===== config.mk =====
export PLATFORM = sky130hd
export DESIGN_NAME = sync_seq_ctrl_flat
export DESIGN_NICKNAME = d
export VERILOG_FILES = /design/src/rtl/sync_seq_ctrl_if.sv /design/src/rtl/sync_seq_ctrl.sv /design/src/flat_wrapper.sv
export SDC_FILE = /design/constraint.sdc
export NUM_CORES = 1
export LEC_CHECK = 0
export ABC_AREA = 1
export CORE_ASPECT_RATIO = 0.6
export CORE_MARGIN = 2
export CORE_UTILIZATION = 40
export CTS_CLUSTER_SIZE = 12
export DETAILED_ROUTE_END_ITERATION = 8
export GPL_ROUTABILITY_DRIVEN = 0
export GPL_TIMING_DRIVEN = 0
export PLACE_DENSITY = 0.56
export SYNTH_ARGS = -nofsm -noshare
export SYNTH_HDL_FRONTEND = slang
export SYNTH_SLANG_ARGS = --single-unit
export TNS_END_PERCENT = 5

===== constraint.sdc =====
create_clock -name clk -period 4.66 [get_ports clk]
set_input_delay 0.932 -clock clk [delete_from_list [all_inputs] [get_ports clk]]
set_output_delay 0.932 -clock clk [all_outputs]
set_load 0.005 [all_outputs]

===== src/rtl/sync_seq_ctrl_if.sv =====
// Handshake and control bundle for sync_seq_ctrl.
// The master side drives the pattern, ready, abort and burst length;
// the slave side (the controller) returns the toggles, enable and status.
interface sync_seq_ctrl_if #(
  parameter int BURST_W = 8
);
  logic               arm;
  logic               confirm;
  logic               rdy;
  logic               abort;
  logic [BURST_W-1:0] burst_len;
  logic               match_tgl;
  logic               rdy_tgl;
  logic               enb;
  logic               busy;
  logic               done;

  modport master (
    output arm, confirm, rdy, abort, burst_len,
    input  match_tgl, rdy_tgl, enb, busy, done
  );

  modport slave (
    input  arm, confirm, rdy, abort, burst_len,
    output match_tgl, rdy_tgl, enb, busy, done
  );
endinterface


===== src/rtl/sync_seq_ctrl.sv =====
// Sequencing controller: arm/confirm pattern detect, ready handshake,
// fixed settle interval, then a programmable enable burst. Abortable.
// All outputs come from registers or from the registered state only.
module sync_seq_ctrl #(
  parameter int GAP     = 2,
  parameter int SETTLE  = 5,
  parameter int BURST_W = 8
) (
  input  logic           clk,
  input  logic           rst,
  sync_seq_ctrl_if.slave bus
);

  typedef enum logic [2:0] {
    S_IDLE,
    S_ARMED,
    S_WAIT_RDY,
    S_SETTLE,
    S_RUN,
    S_DONE
  } state_t;

  localparam logic [3:0]         GAP_C    = 4'(GAP);
  localparam logic [7:0]         SET_LAST = 8'(SETTLE - 1);
  localparam logic [BURST_W-1:0] RUN_ONE  = BURST_W'(1);

  state_t             state, state_n;
  logic [3:0]         gap_cnt, gap_n;
  logic [7:0]         set_cnt, set_n;
  logic [BURST_W-1:0] run_cnt, run_n;
  logic               match_tgl, mt_n;
  logic               rdy_tgl, rt_n;
  logic               enb, enb_n;

  // State, counters, toggles and enable all update together on the edge.
  always_ff @(posedge clk or posedge rst) begin
    if (rst) begin
      state     <= S_IDLE;
      gap_cnt   <= '0;
      set_cnt   <= '0;
      run_cnt   <= '0;
      match_tgl <= 1'b0;
      rdy_tgl   <= 1'b0;
      enb       <= 1'b0;
    end else begin
      state     <= state_n;
      gap_cnt   <= gap_n;
      set_cnt   <= set_n;
      run_cnt   <= run_n;
      match_tgl <= mt_n;
      rdy_tgl   <= rt_n;
      enb       <= enb_n;
    end
  end

  // Next-state logic; abort overrides everything, including a same-edge confirm.
  always_comb begin
    state_n = state;
    gap_n   = gap_cnt;
    set_n   = set_cnt;
    run_n   = run_cnt;
    mt_n    = match_tgl;
    rt_n    = rdy_tgl;
    enb_n   = enb;
    if (bus.abort) begin
      state_n = S_IDLE;
      gap_n   = '0;
      set_n   = '0;
      run_n   = '0;
      enb_n   = 1'b0;
    end else begin
      case (state)
        S_IDLE: begin
          if (bus.arm) begin
            state_n = S_ARMED;
            gap_n   = 4'd1;
          end
        end
        S_ARMED: begin
          if (gap_cnt != GAP_C) begin
            gap_n = gap_cnt + 4'd1;
          end else begin
            gap_n = '0;
            if (bus.confirm) begin
              mt_n    = ~match_tgl;
              state_n = S_WAIT_RDY;
            end else begin
              state_n = S_IDLE;
            end
          end
        end
        S_WAIT_RDY: begin
          if (bus.rdy) begin
            rt_n    = ~rdy_tgl;
            set_n   = '0;
            state_n = S_SETTLE;
          end
        end
        S_SETTLE: begin
          if (set_cnt == SET_LAST) begin
            set_n = '0;
            run_n = bus.burst_len;
            // A zero-length burst skips RUN so enb never pulses.
            if (bus.burst_len != '0) begin
              enb_n   = 1'b1;
              state_n = S_RUN;
            end else begin
              state_n = S_DONE;
            end
          end else begin
            set_n = set_cnt + 8'd1;
          end
        end
        S_RUN: begin
          // run_cnt holds the cycles of enb still owed, including this one.
          if (run_cnt <= RUN_ONE) begin
            run_n   = '0;
            enb_n   = 1'b0;
            state_n = S_DONE;
          end else begin
            run_n = run_cnt - RUN_ONE;
          end
        end
        S_DONE: begin
          state_n = S_IDLE;
        end
        default: begin
          state_n = S_IDLE;
          enb_n   = 1'b0;
        end
      endcase
    end
  end

  assign bus.match_tgl = match_tgl;
  assign bus.rdy_tgl   = rdy_tgl;
  assign bus.enb       = enb;
  assign bus.busy      = (state != S_IDLE);
  assign bus.done      = (state == S_DONE);

endmodule

===== src/flat_wrapper.sv =====
// flat-port wrapper written by rule: the top's interface ports become plain ports
module sync_seq_ctrl_flat 
#(
  parameter int GAP     = 2,
  parameter int SETTLE  = 5,
  parameter int BURST_W = 8
)
  (clk, rst, bus_arm, bus_confirm, bus_rdy, bus_abort, bus_burst_len, bus_match_tgl, bus_rdy_tgl, bus_enb, bus_busy, bus_done);
  sync_seq_ctrl_if #(.BURST_W(BURST_W)) bus_i ();
  input  logic clk;
  input  logic rst;
  input wire logic [$bits(bus_i.arm)-1:0] bus_arm;
  input wire logic [$bits(bus_i.confirm)-1:0] bus_confirm;
  input wire logic [$bits(bus_i.rdy)-1:0] bus_rdy;
  input wire logic [$bits(bus_i.abort)-1:0] bus_abort;
  input wire logic [$bits(bus_i.burst_len)-1:0] bus_burst_len;
  output wire logic [$bits(bus_i.match_tgl)-1:0] bus_match_tgl;
  output wire logic [$bits(bus_i.rdy_tgl)-1:0] bus_rdy_tgl;
  output wire logic [$bits(bus_i.enb)-1:0] bus_enb;
  output wire logic [$bits(bus_i.busy)-1:0] bus_busy;
  output wire logic [$bits(bus_i.done)-1:0] bus_done;
  assign bus_i.arm = bus_arm;
  assign bus_i.confirm = bus_confirm;
  assign bus_i.rdy = bus_rdy;
  assign bus_i.abort = bus_abort;
  assign bus_i.burst_len = bus_burst_len;
  assign bus_match_tgl = bus_i.match_tgl;
  assign bus_rdy_tgl = bus_i.rdy_tgl;
  assign bus_enb = bus_i.enb;
  assign bus_busy = bus_i.busy;
  assign bus_done = bus_i.done;
  sync_seq_ctrl #(.GAP(GAP), .SETTLE(SETTLE), .BURST_W(BURST_W)) u_core (.clk(clk), .rst(rst), .bus(bus_i));
endmodule

After elaboration in Yosys (flattened, before gate mapping)

Cells that the tools add are included.

Register bits: 26
Bits of input ports: 14
Output and inout bits: 5
Word-level logic and storage cells: 69

Add/sub/neg operators: 3
$lt $le $gt $ge: 1
Equal/unequal tests: 14
Mux-type cells: 26
Bitwise gates (word level): 4
Reduce and logical (&&, ||, !) cells: 14

Operators by type and width:

| cell                | count |
|---|---|
| $mux 8              | 6 |
| $pmux 8 s2          | 2 |
| $mux 3              | 6 |
| $pmux 3 s5          | 1 |
| $mux 4              | 3 |
| $reduce_bool 3->1   | 4 |
| $ne 3x2->1 const B  | 3 |
| $ne 3x3->1 const B  | 3 |
| $add 8x1->8 const B | 1 |
| $eq 8x3->1 const B  | 1 |
| $le 8x1->1 const B  | 1 |
| $pmux 4 s2          | 1 |
| $reduce_and 4->1    | 2 |
| $reduce_bool 8->1   | 1 |
| $sub 8x1->8 const B | 1 |
| $eq 3x2->1 const B  | 2 |
| $eq 3x3->1 const B  | 2 |
| $reduce_and 2->1    | 3 |
| $mux 1              | 5 |
| $reduce_and 5->1    | 1 |
| $add 4x1->4 const B | 1 |
| $ne 4x2->1 const B  | 1 |
| $not 1->1           | 4 |
| $reduce_or 4->1     | 1 |
| other kinds (6)     | 6 |

Logic depth before layout (Yosys ltp)

Gate-level depths: netlist of run 1.

Depth after elaboration: 5
Gate-level depth with buffers: 12
Mapped depth without buffers: 12

Worst setup path before layout of run 1

No wires, ideal clock.

Path kind: in2reg
Start: in bus_abort
End: reg u_core.match_tgl, in the netlist u_core.bus.match_tgl
Setup time: 0.079 ns
Arrival time: 1.670 ns
Data required time: 4.581 ns
Setup slack: 2.911 ns
Stages: 5
Path buffers: 1
Path through: inv_1 -> buf_2 -> nand2_1 -> nor3_1 -> xor2_1

Word-level cells in the longest chain between the ends: 2

RTL lines:

| element                    | RTL line            | source |
|---|---|---|
| start: declaration         | flat_wrapper.sv:15  | `input wire logic [$bits(bus_i.abort)-1:0] bus_abort;` |
| $not 1->1 (no line)        | n/a                 |  |
| $reduce_and 4->1 (no line) | n/a                 |  |
| end signal: assignment     | sync_seq_ctrl.sv:50 | `match_tgl <= mt_n;` |
| end: declaration           | sync_seq_ctrl.sv:31 | `logic match_tgl, mt_n;` |

Every way passes these cells.
A chain may end at the register's enable or synchronous reset.

Final worst setup path of run 1

Start: reg u_core.state[2]
End: out bus_done

Word-level cells in the longest chain between the ends: 1

RTL lines:

| element                  | RTL line             | source |
|---|---|---|
| start: declaration       | sync_seq_ctrl.sv:27  | `state_t state, state_n;` |
| start signal: assignment | sync_seq_ctrl.sv:46  | `state <= state_n;` |
| $eq 3x3->1               | sync_seq_ctrl.sv:139 | `assign bus.done = (state == S_DONE);` |
| end: declaration         | flat_wrapper.sv:21   | `output wire logic [$bits(bus_i.done)-1:0] bus_done;` |

Every way passes these cells.

==> impl_results.md, run 1 <==
- Number of buffers created by CTS: 3
- Slew @ Worst Pin: 1.02 ns
- Post-cts resize count: 0
- Pwr/cell area: 375 nW/um^2
- CP Capture Type: output pin
- N_diodes: 0
- Starting Density: 0.428
- Fmax: 389 MHz
- CTS tree: built
- Final setup fails: 0
- Largest net degree at the start of global routing: 27
- Max IR drop VDD: 0.000209 V
- Post-Place Cells: 342
- Total Nets Final: 307
- Flops & latches, synth: 26
- Worst Setup Start Kind: flop
- Clk slew on worst S/H paths: 0.09 ns
- Syn. warnings: 0
- CP Buf/Inv Count: 2
- Critical path's slowest cell: clkdlybuf4s50_1
- Worst-skew pair later-pin latency: 0.27 ns
- Final worst-path cycle share: 0.552
- Share of layout cells above drive strength 1: 0.0804
- Max-slew headroom: 0.319
- Clock buffer depth: 2
- Area grow syn2layout: 17.2%
- Count of pins over their slew limit: 0
- DRT Pass-1 Iters: 4
- Root buffer cell: clkbuf_8
- Post-synthesis mux area share: 0
- Post-route setup TNS: 0 ns
- Status: complete, no violations
- Synth cell types: 25
- Gr usage total: 0.178
- Number of global-route vias before repair: 1,480
- # Max-Cap Violations: 0
- Final cell utilization of the core: 0.501
- Synth top area share: 0.361
- Synth Area in Simple Gates: 0.408
- RSZ-0062 raised after global routing: false
- XOR/XNOR Fraction of Synth Area: 0.0243
- HP Class: flop to flop
- DP HPWL: 3230 um
- Cell Area, Synth: 1800 um^2
- Ports: 19
- Total Wirelength: 4190 um
- Mapped Cells: 264
- Synthesized Nets: 284
- Post-synthesis sequential area ratio: 0.361
- Die Span Y: 56.0 um
- Layout Cells excl Fill: 346
- Compound-Gate Fraction of Synth Area: 0.0889
- Crit-path max FO: 7
- # rows: 18
- Min cycle time layout: 2.57 ns
- Arr. time, crit path: 1.64 ns
- Port Buffers: 18
- Clock skew: 0.00235 ns
- Global-route wire length before repair: 7300 um
- WHS: 0.472 ns
- Critical Path RT: 3.73 ns
- Average size of a mapped cell: 6.82 um^2
- Initial drt markers: 82
- Area contributors post-synth: dfrtp_1, nand2_1, nor2_1
- Global route overflow: 0
- Initial antenna violation count: 0
- Largest delay contributor family on the critical path: buffers and inverters
- Die area: 5070 um^2
- Die X: 90.6 um
- DRT antenna net count: 0
- CTS Hold Bufs: 0
- Post-CTS Setup Bufs: 0
- Total number of vias: 1,649
- H-tree Lvls: 1
- Lkg Pwr: 1.05 nW
- Cell taking the most area after synthesis: dfrtp_1
- Clk sinks: 26
- Vias per cell: 4.77
- Synth Area in Adders: 0.0417
- Largest family of logic cells by synthesized area: simple AND/OR/NAND/NOR gates
- Core area: 4210 um^2
- CP peak stage delay: 0.54 ns
- CP cell instances: inv_2 > nor3_1 > clkdlybuf4s50_1
- Post-route DRC: 0
- Crit Path Class: flop to output pin
- Final hold violation count: 0
- WL/cell: 12.1 um
cell families after synthesis:
group | after synthesis
AO/OA/AOI/OAI | 27
XOR/XNOR | 5
adder cells (fa/ha/maj) | 6
buffers and inverters | 36
flip-flops | 26
AND/OR/NAND/NOR | 164
cells in the mapped netlist:
| cell type | n |
|---|---|
| nand2_1 | 92 |
| nor2_1 | 33 |
| inv_1 | 31 |
| dfrtp_1 | 26 |
| nand3_1 | 17 |
| o21ai_0 | 13 |
| a21oi_1 | 8 |
| ha_1 | 6 |
| nand4_1 | 5 |
| nor3_1 | 5 |
| inv_2 | 4 |
| nor2_4 | 4 |
| nor3_2 | 3 |
| xor2_1 | 3 |
| nand2_2 | 2 |
| o21ai_1 | 2 |
| xnor2_1 | 2 |
| a211oi_1 | 1 |
| buf_2 | 1 |
| nand2_4 | 1 |
| nor2_2 | 1 |
| nor2_8 | 1 |
| o211ai_1 | 1 |
| o21ai_2 | 1 |
| o31ai_4 | 1 |
flip-flops by register name (all words and copies together), names as in the netlist:
signal / cells
u_core.bus.rdy_tgl: 1
u_core.bus.enb: 1
u_core.run_cnt: 8
u_core.state: 3
u_core.set_cnt: 8
u_core.bus.match_tgl: 1
u_core.gap_cnt: 4
layout by cell type (no fill, tap or decap):
| cell | synthesis | layout |
|---|---|---|
| inv_2 | 4 | 4 |
| clkdlybuf4s50_1 | 0 | 18 |
| xor2_1 | 3 | 3 |
| nor2_1 | 33 | 33 |
| o21ai_1 | 2 | 2 |
| nor2_4 | 4 | 4 |
| nor3_2 | 3 | 3 |
| xnor2_1 | 2 | 2 |
| nor2_2 | 1 | 1 |
| ha_1 | 6 | 6 |
| o31ai_4 | 1 | 1 |
| dfrtp_1 | 26 | 26 |
| nand2_1 | 92 | 92 |
| nor2_8 | 1 | 1 |
| nand2_4 | 1 | 1 |
| a211oi_1 | 1 | 1 |
| nand3_1 | 17 | 17 |
| nor3_1 | 5 | 5 |
| buf_2 | 1 | 1 |
| o21ai_0 | 13 | 13 |
| o21ai_2 | 1 | 1 |
| a21oi_1 | 8 | 8 |
| clkbuf_8 | 0 | 4 |
| o211ai_1 | 1 | 1 |
| inv_1 | 31 | 31 |
| nand2_2 | 2 | 2 |
| nand4_1 | 5 | 5 |
per-layer routing:
layer / vias to the layer above / global-route usage / part of all wire
li1: 883 / - / -
met3: 4 / 0.0434 / 0.067
met5: - / 0 / 0
met4: 0 / 0.0264 / 0.0076
met2: 40 / 0.215 / 0.35
met1: 722 / 0.305 / 0.57
cell type report:
type / instances / area, um^2
fillers: 427 / 2100
multi-input cells: 202 / 1010
flip-flops and latches: 26 / 651
repair buffers: 18 / 180
inverters: 35 / 131
well taps: 60 / 75.1
clock buffers: 4 / 55.1
plain buffers: 1 / 5.00
path summary, 6_finish.rpt:
check	end	cells after the start	slack [ns]	from
max in group asynchronous	u_core.gap_cnt[3]	2	2.85	rst
worst max-delay path	bus_done	3	2.09	u_core.state[2]
worst min register to register	u_core.bus.rdy_tgl	1	0.47	u_core.bus.rdy_tgl
min in group asynchronous	u_core.set_cnt[0]	2	1.19	rst
worst min-delay path	u_core.bus.rdy_tgl	1	0.47	u_core.bus.rdy_tgl
worst max register to register	u_core.state[1]	11	2.91	u_core.run_cnt[0]
report_power, final:
part           internal (mW)  switching, mW  leakage, nW
sequential             0.259         0.0435        0.356
combinational          0.134          0.204        0.667
clock                 0.0757         0.0761       0.0288
total                  0.469          0.324         1.05
per-stage QoR:
| step | area [um^2] | total power [mW] | setup WS (ns) |
|---|---|---|---|
| after CTS | 2110 | 0.799 | 2.05 |
| after floorplan | 1800 | 0.536 | 2.91 |
| after global routing | 2110 | 0.865 | 1.95 |
| after global placement | 2060 | 0.644 | 2.03 |
| final | 2110 | 0.793 | 2.09 |
| after detailed placement | 2060 | 0.642 | 2.02 |
(Power assumes the default switching activity.)
==> run 2: changes to the inputs <==
- PLACE_DENSITY: 0.56 -> 0.58
- clock period: 4.66 -> 2.1 ns (I/O delays scaled with it)
==> run 2 against run 1 <==
  * Global-route usage rose by 0.098 points
  * Wire length decreased by 2.3%
  * Critical path type unchanged
  * Cell count stayed put
  * Non-clock buffer count unchanged
  * Design area grew 0.41%
  * Count of clock-buffer cells in the layout did not move
  * Highest routed layer unchanged
  * Die area did not move
  * Via count grew 0.79%
  * Clock power increased by 120%
  * First-iteration DRC count grew 23%
==> impl_results.md, run 2 (synthesized netlist as in run 1, its figures left out) <==
- Vias per cell: 4.80
- Root buffer cell: clkbuf_8
- CP Capture Type: output pin
- H-tree Lvls: 1
- Post-route DRC: 0
- DRT antenna net count: 0
- Min cycle time layout: 2.00 ns
- Global route overflow: 0
- Worst-skew pair later-pin latency: 0.27 ns
- Fmax: 499 MHz
- Largest regs: u_core.run_cnt (8), u_core.set_cnt (8), u_core.gap_cnt (4)
- Final hold violation count: 0
- DP Worst Slack: 0.00121 ns
- WL/cell: 11.8 um
- Worst Setup Start Kind: flop
- Setup ws final: 0.0960 ns
- Max-slew headroom: 0.300
- Clk slew on worst S/H paths: 0.09 ns
- Final worst-path cycle share: 0.954
- Fill cells: 447
- Count of pins over their slew limit: 0
- Flop-to-flop setup slack: 0.42 ns
- Slew @ Worst Pin: 1.05 ns
- Ports: 19
- Initial antenna violation count: 0
- Worst r2r src: u_core.set_cnt[0]
- Hold Path End: u_core.bus.match_tgl
- Die Span Y: 56.0 um
- Crit Path Class: flop to output pin
- Gr usage total: 0.179
- HP Class: flop to flop
- WHS: 0.473 ns
- Die area: 5070 um^2
- Lkg Pwr: 1.05 nW
- # rows: 18
- Hold Path Cell Cnt: 1
- RSZ-0062 raised after global routing: true
- Largest net degree at the start of global routing: 27
- DP HPWL: 3180 um
- Most common cell after layout, fill and taps aside: nand2_1
- Most frequent cells in the layout: nand2_1, nor2_1, inv_1
- Crit-path max FO: 5
- Max IR drop VDD: 0.000424 V
- Multi-input logic area: 1020 um^2
- Clk sinks: 26
- Total Wirelength: 4100 um
- Area grow syn2layout: 17.7%
- Total number of vias: 1,662
- CTS tree: built
- Arr. time, crit path: 1.58 ns
- # Max-Cap Violations: 0
- Starting Density: 0.428
- DRT Pass-1 Iters: 4
- Clock buffer depth: 2
- Number of global-route vias before repair: 1,586
- Initial drt markers: 101
- N_diodes: 0
- R2R Path End: u_core.state[0]
- Number of buffers created by CTS: 3
- Core area: 4210 um^2
- Share of layout cells above drive strength 1: 0.0909
- Design Power: 1.76 mW
- Critical Path RT: 1.68 ns
- Pwr/cell area: 831 nW/um^2
- Global-route wire length before repair: 7400 um
- Die X: 90.6 um
- Worst Setup SP: u_core.state[1]
- Register area: 652 um^2
- CTS Hold Bufs: 0
- Reg2reg path depth: 9
- Clock skew: 0.00501 ns
- HP Start: u_core.bus.match_tgl
- Final setup fails: 0
- Status: complete, no violations
- Port Buffers: 18
- Total Nets Final: 307
run 2: layer usage:
layer  up-vias  global-route usage  routed length (um)
met4         0              0.0308                  22
li1        879                   -                   -
met1       752               0.288                2350
met5         -                   0                   0
met2        27               0.245                1540
met3         4              0.0352                 182
run 2: repair_timing:
action | in CTS | in global routing
buffers inserted | 0 | 0
pin swaps | 0 | 0
setup endpoints to repair | 1 | 2
gates resized for setup | 1 | 2
run 2: worst max path at each step:
stage / slack (ns) / cells after the start / end
floorplan: 0.61 / 9 / u_core.state[0]
CTS: 0.05 / 5 / bus_busy
global placement: 0.003 / 9 / u_core.state[0]
finish: 0.1 / 5 / bus_busy
detailed placement: 0.001 / 6 / u_core.set_cnt[2]
global route: -0.008 / 5 / bus_busy
run 2: layout make-up:
cell class                 count  share of cell area
buffer                         1             0.00236
clock buffer                   4              0.0260
multi-input combinational    202               0.482
timing repair buffer          18              0.0850
sequential                    26               0.307
tap                           60              0.0354
inverter                      35              0.0619
run 2: stage by stage:
stage           TNS, ns  cells  utilization  instance area, um^2
2_1_floorplan         0    264            -                 1800
4_1_cts               0    346        0.502                 2110
5_1_grt        -0.00839    346        0.504                 2120
3_5_place_dp          0    342        0.488                 2060
3_3_place_gp          0    342        0.488                 2060
6_report              0    346        0.504                 2120
run 2: power by group:
part	internal [mW]	leakage, nW	switching, mW
clock	0.168	0.0288	0.161
combinational	0.297	0.668	0.462
sequential	0.576	0.354	0.0976
total	1.04	1.05	0.720
run 2: critical path, cell delays in order (launching register included):
cell and delay, ns:
dfrtp_1 0.45, inv_1 0.15, nand2_2 0.10, nor2_2 0.12, inv_1 0.06, clkdlybuf4s50_1 0.44
==> run 3: changes to the inputs <==
- CORE_UTILIZATION: 40 -> 51
- PLACE_DENSITY: 0.58 -> 0.72
==> run 3 against run 2 <==
  * Wire length decreased by 3.0%
  * Combinational power decreased by 2%
  * Die area decreased by 20%
  * Fmax decreased by 0.11%
  * Hold slack improved by 0.0063 ns
  * Largest cell class unchanged
  * Largest power group unchanged
==> impl_results.md, run 3 (synthesized netlist as in run 1, its figures left out) <==
- HP Start: u_core.bus.rdy_tgl
- Final setup fails: 0
- Most Crowded Layer GR: met1
- Largest regs: u_core.run_cnt (8), u_core.set_cnt (8), u_core.gap_cnt (4)
- HP Class: flop to flop
- Initial drt markers: 174
- Total number of vias: 1,705
- Port Buffers: 18
- Max IR drop VDD: 0.000466 V
- Fmax: 498 MHz
- DP HPWL: 3080 um
- Most frequent cells in the layout: nand2_1, nor2_1, inv_1
- Lkg Pwr: 1.04 nW
- # rows: 16
- Placed instance area: 2040 um^2
- Initial antenna violation count: 0
- Worst Setup Start Kind: flop
- Ports: 19
- Root buffer cell: clkbuf_8
- WL/cell: 12.0 um
- Status: complete, no violations
- Min cycle time layout: 2.01 ns
- Register area: 652 um^2
- Total Wirelength: 3970 um
- M2 GR Usage: 0.311
- Clk sinks: 26
- Clock skew: 0.00901 ns
- Die area: 4040 um^2
- Critical Path RT: 1.68 ns
- Total Nets Final: 307
- Vias per cell: 5.17
- Number of buffers created by CTS: 3
- Max-slew headroom: 0.336
- Worst Setup SP: u_core.state[0]
- CTS Hold Bufs: 0
- Die X: 80.7 um
- Clock buffer depth: 2
- Fin area: 2080 um^2
- Share of layout cells above drive strength 1: 0.0842
- RSZ-0062 raised after global routing: false
- Die Span Y: 50.0 um
- Gr usage total: 0.228
- Multi-input logic area: 1010 um^2
- Pwr/cell area: 819 nW/um^2
- Clk slew on worst S/H paths: 0.08 ns
- Core area: 3320 um^2
- Met1 global-route usage: 0.357
- Number of global-route vias before repair: 1,619
- Crit Path Class: flop to output pin
- Slew @ Worst Pin: 0.995 ns
- N_diodes: 0
- Count of pins over their slew limit: 0
- Global route overflow: 0
- Final hold violation count: 0
- Most common cell after layout, fill and taps aside: nand2_1
- Arr. time, crit path: 1.59 ns
- Worst-skew pair later-pin latency: 0.27 ns
- Area grow syn2layout: 15.5%
- DRT antenna net count: 0
- H-tree Lvls: 1
- Post-route DRC: 0
- Starting Density: 0.542
- Met3 Use GR: 0.0586
- Final worst-path cycle share: 0.955
- Post-route setup TNS: 0 ns
- DRT Pass-1 Iters: 5
- Worst r2r src: u_core.set_cnt[0]
- CTS tree: built
- Largest net degree at the start of global routing: 27
- Global-route wire length before repair: 7130 um
- CP Capture Type: output pin
- Fill cells: 314
- Crit-path max FO: 8
- # Max-Cap Violations: 0
==> run 3: cell types whose count changed in the layout (fill, tap and decap cells not counted) <==
cell / before / now
inv_1: 31 / 30
inv_2: 4 / 5
clkbuf_8: 4 / 3
nor2_2: 2 / 1
nor3_2: 4 / 3
nor2_1: 32 / 33
nor3_1: 4 / 5
==> run 3: what timing repair did <==
item	CTS	global route
resized for setup	0	2
setup buffers	0	0
setup endpoints to repair	0	2
==> run 3: worst paths after layout <==
| kind | to | slack, ns | depth (start not counted) |
|---|---|---|---|
| worst max-delay path | bus_busy | 0.09 | 5 |
| worst min-delay path | u_core.bus.rdy_tgl | 0.48 | 1 |
| worst max register to register | u_core.state[0] | 0.39 | 9 |
| worst min register to register | u_core.bus.rdy_tgl | 0.48 | 1 |
| max in group asynchronous | u_core.state[2] | 0.74 | 2 |
| min in group asynchronous | u_core.set_cnt[2] | 0.68 | 2 |
==> run 3: layout make-up <==
class                   count  area share
multi-input cells         202       0.488
flip-flops and latches     26       0.313
repair buffers             18      0.0866
inverters                  35      0.0631
well taps                  45      0.0271
clock buffers               3      0.0198
plain buffers               1     0.00241
==> run 3: per-stage QoR <==
step | utilization | worst slack, ns | power [mW] | cells | hold slack [ns]
3_3_place_gp | 0.613 | 0.0158 | 1.40 | 327 | 0.459
3_5_place_dp | 0.613 | 0.0104 | 1.42 | 327 | 0.468
4_1_cts | 0.626 | 0.00649 | 1.71 | 330 | 0.481
5_1_grt | 0.626 | 0.00951 | 1.86 | 330 | 0.508
6_report | 0.626 | 0.0937 | 1.70 | 330 | 0.479
2_1_floorplan | - | 0.614 | 1.19 | 264 | 0.460
==> run 3: layer usage <==
layer,vias up,wire (um)
li1,875,-
met1,751,2120
met2,77,1490
met3,2,344
met4,0,14
met5,-,0
==> run 3: where the power goes <==
| part | leakage, nW | switching (mW) | internal (mW) | total, mW |
|---|---|---|---|---|
| clock | 0.0216 | 0.155 | 0.129 | 0.284 |
| combinational | 0.667 | 0.451 | 0.295 | 0.747 |
| sequential | 0.354 | 0.0970 | 0.577 | 0.674 |
==> run 3: critical path: stages, from the launching register on <==
cell,delay (ns)
dfrtp_1,0.47
inv_2,0.09
nand2_2,0.08
nor2_1,0.15
inv_1,0.07
clkdlybuf4s50_1,0.45
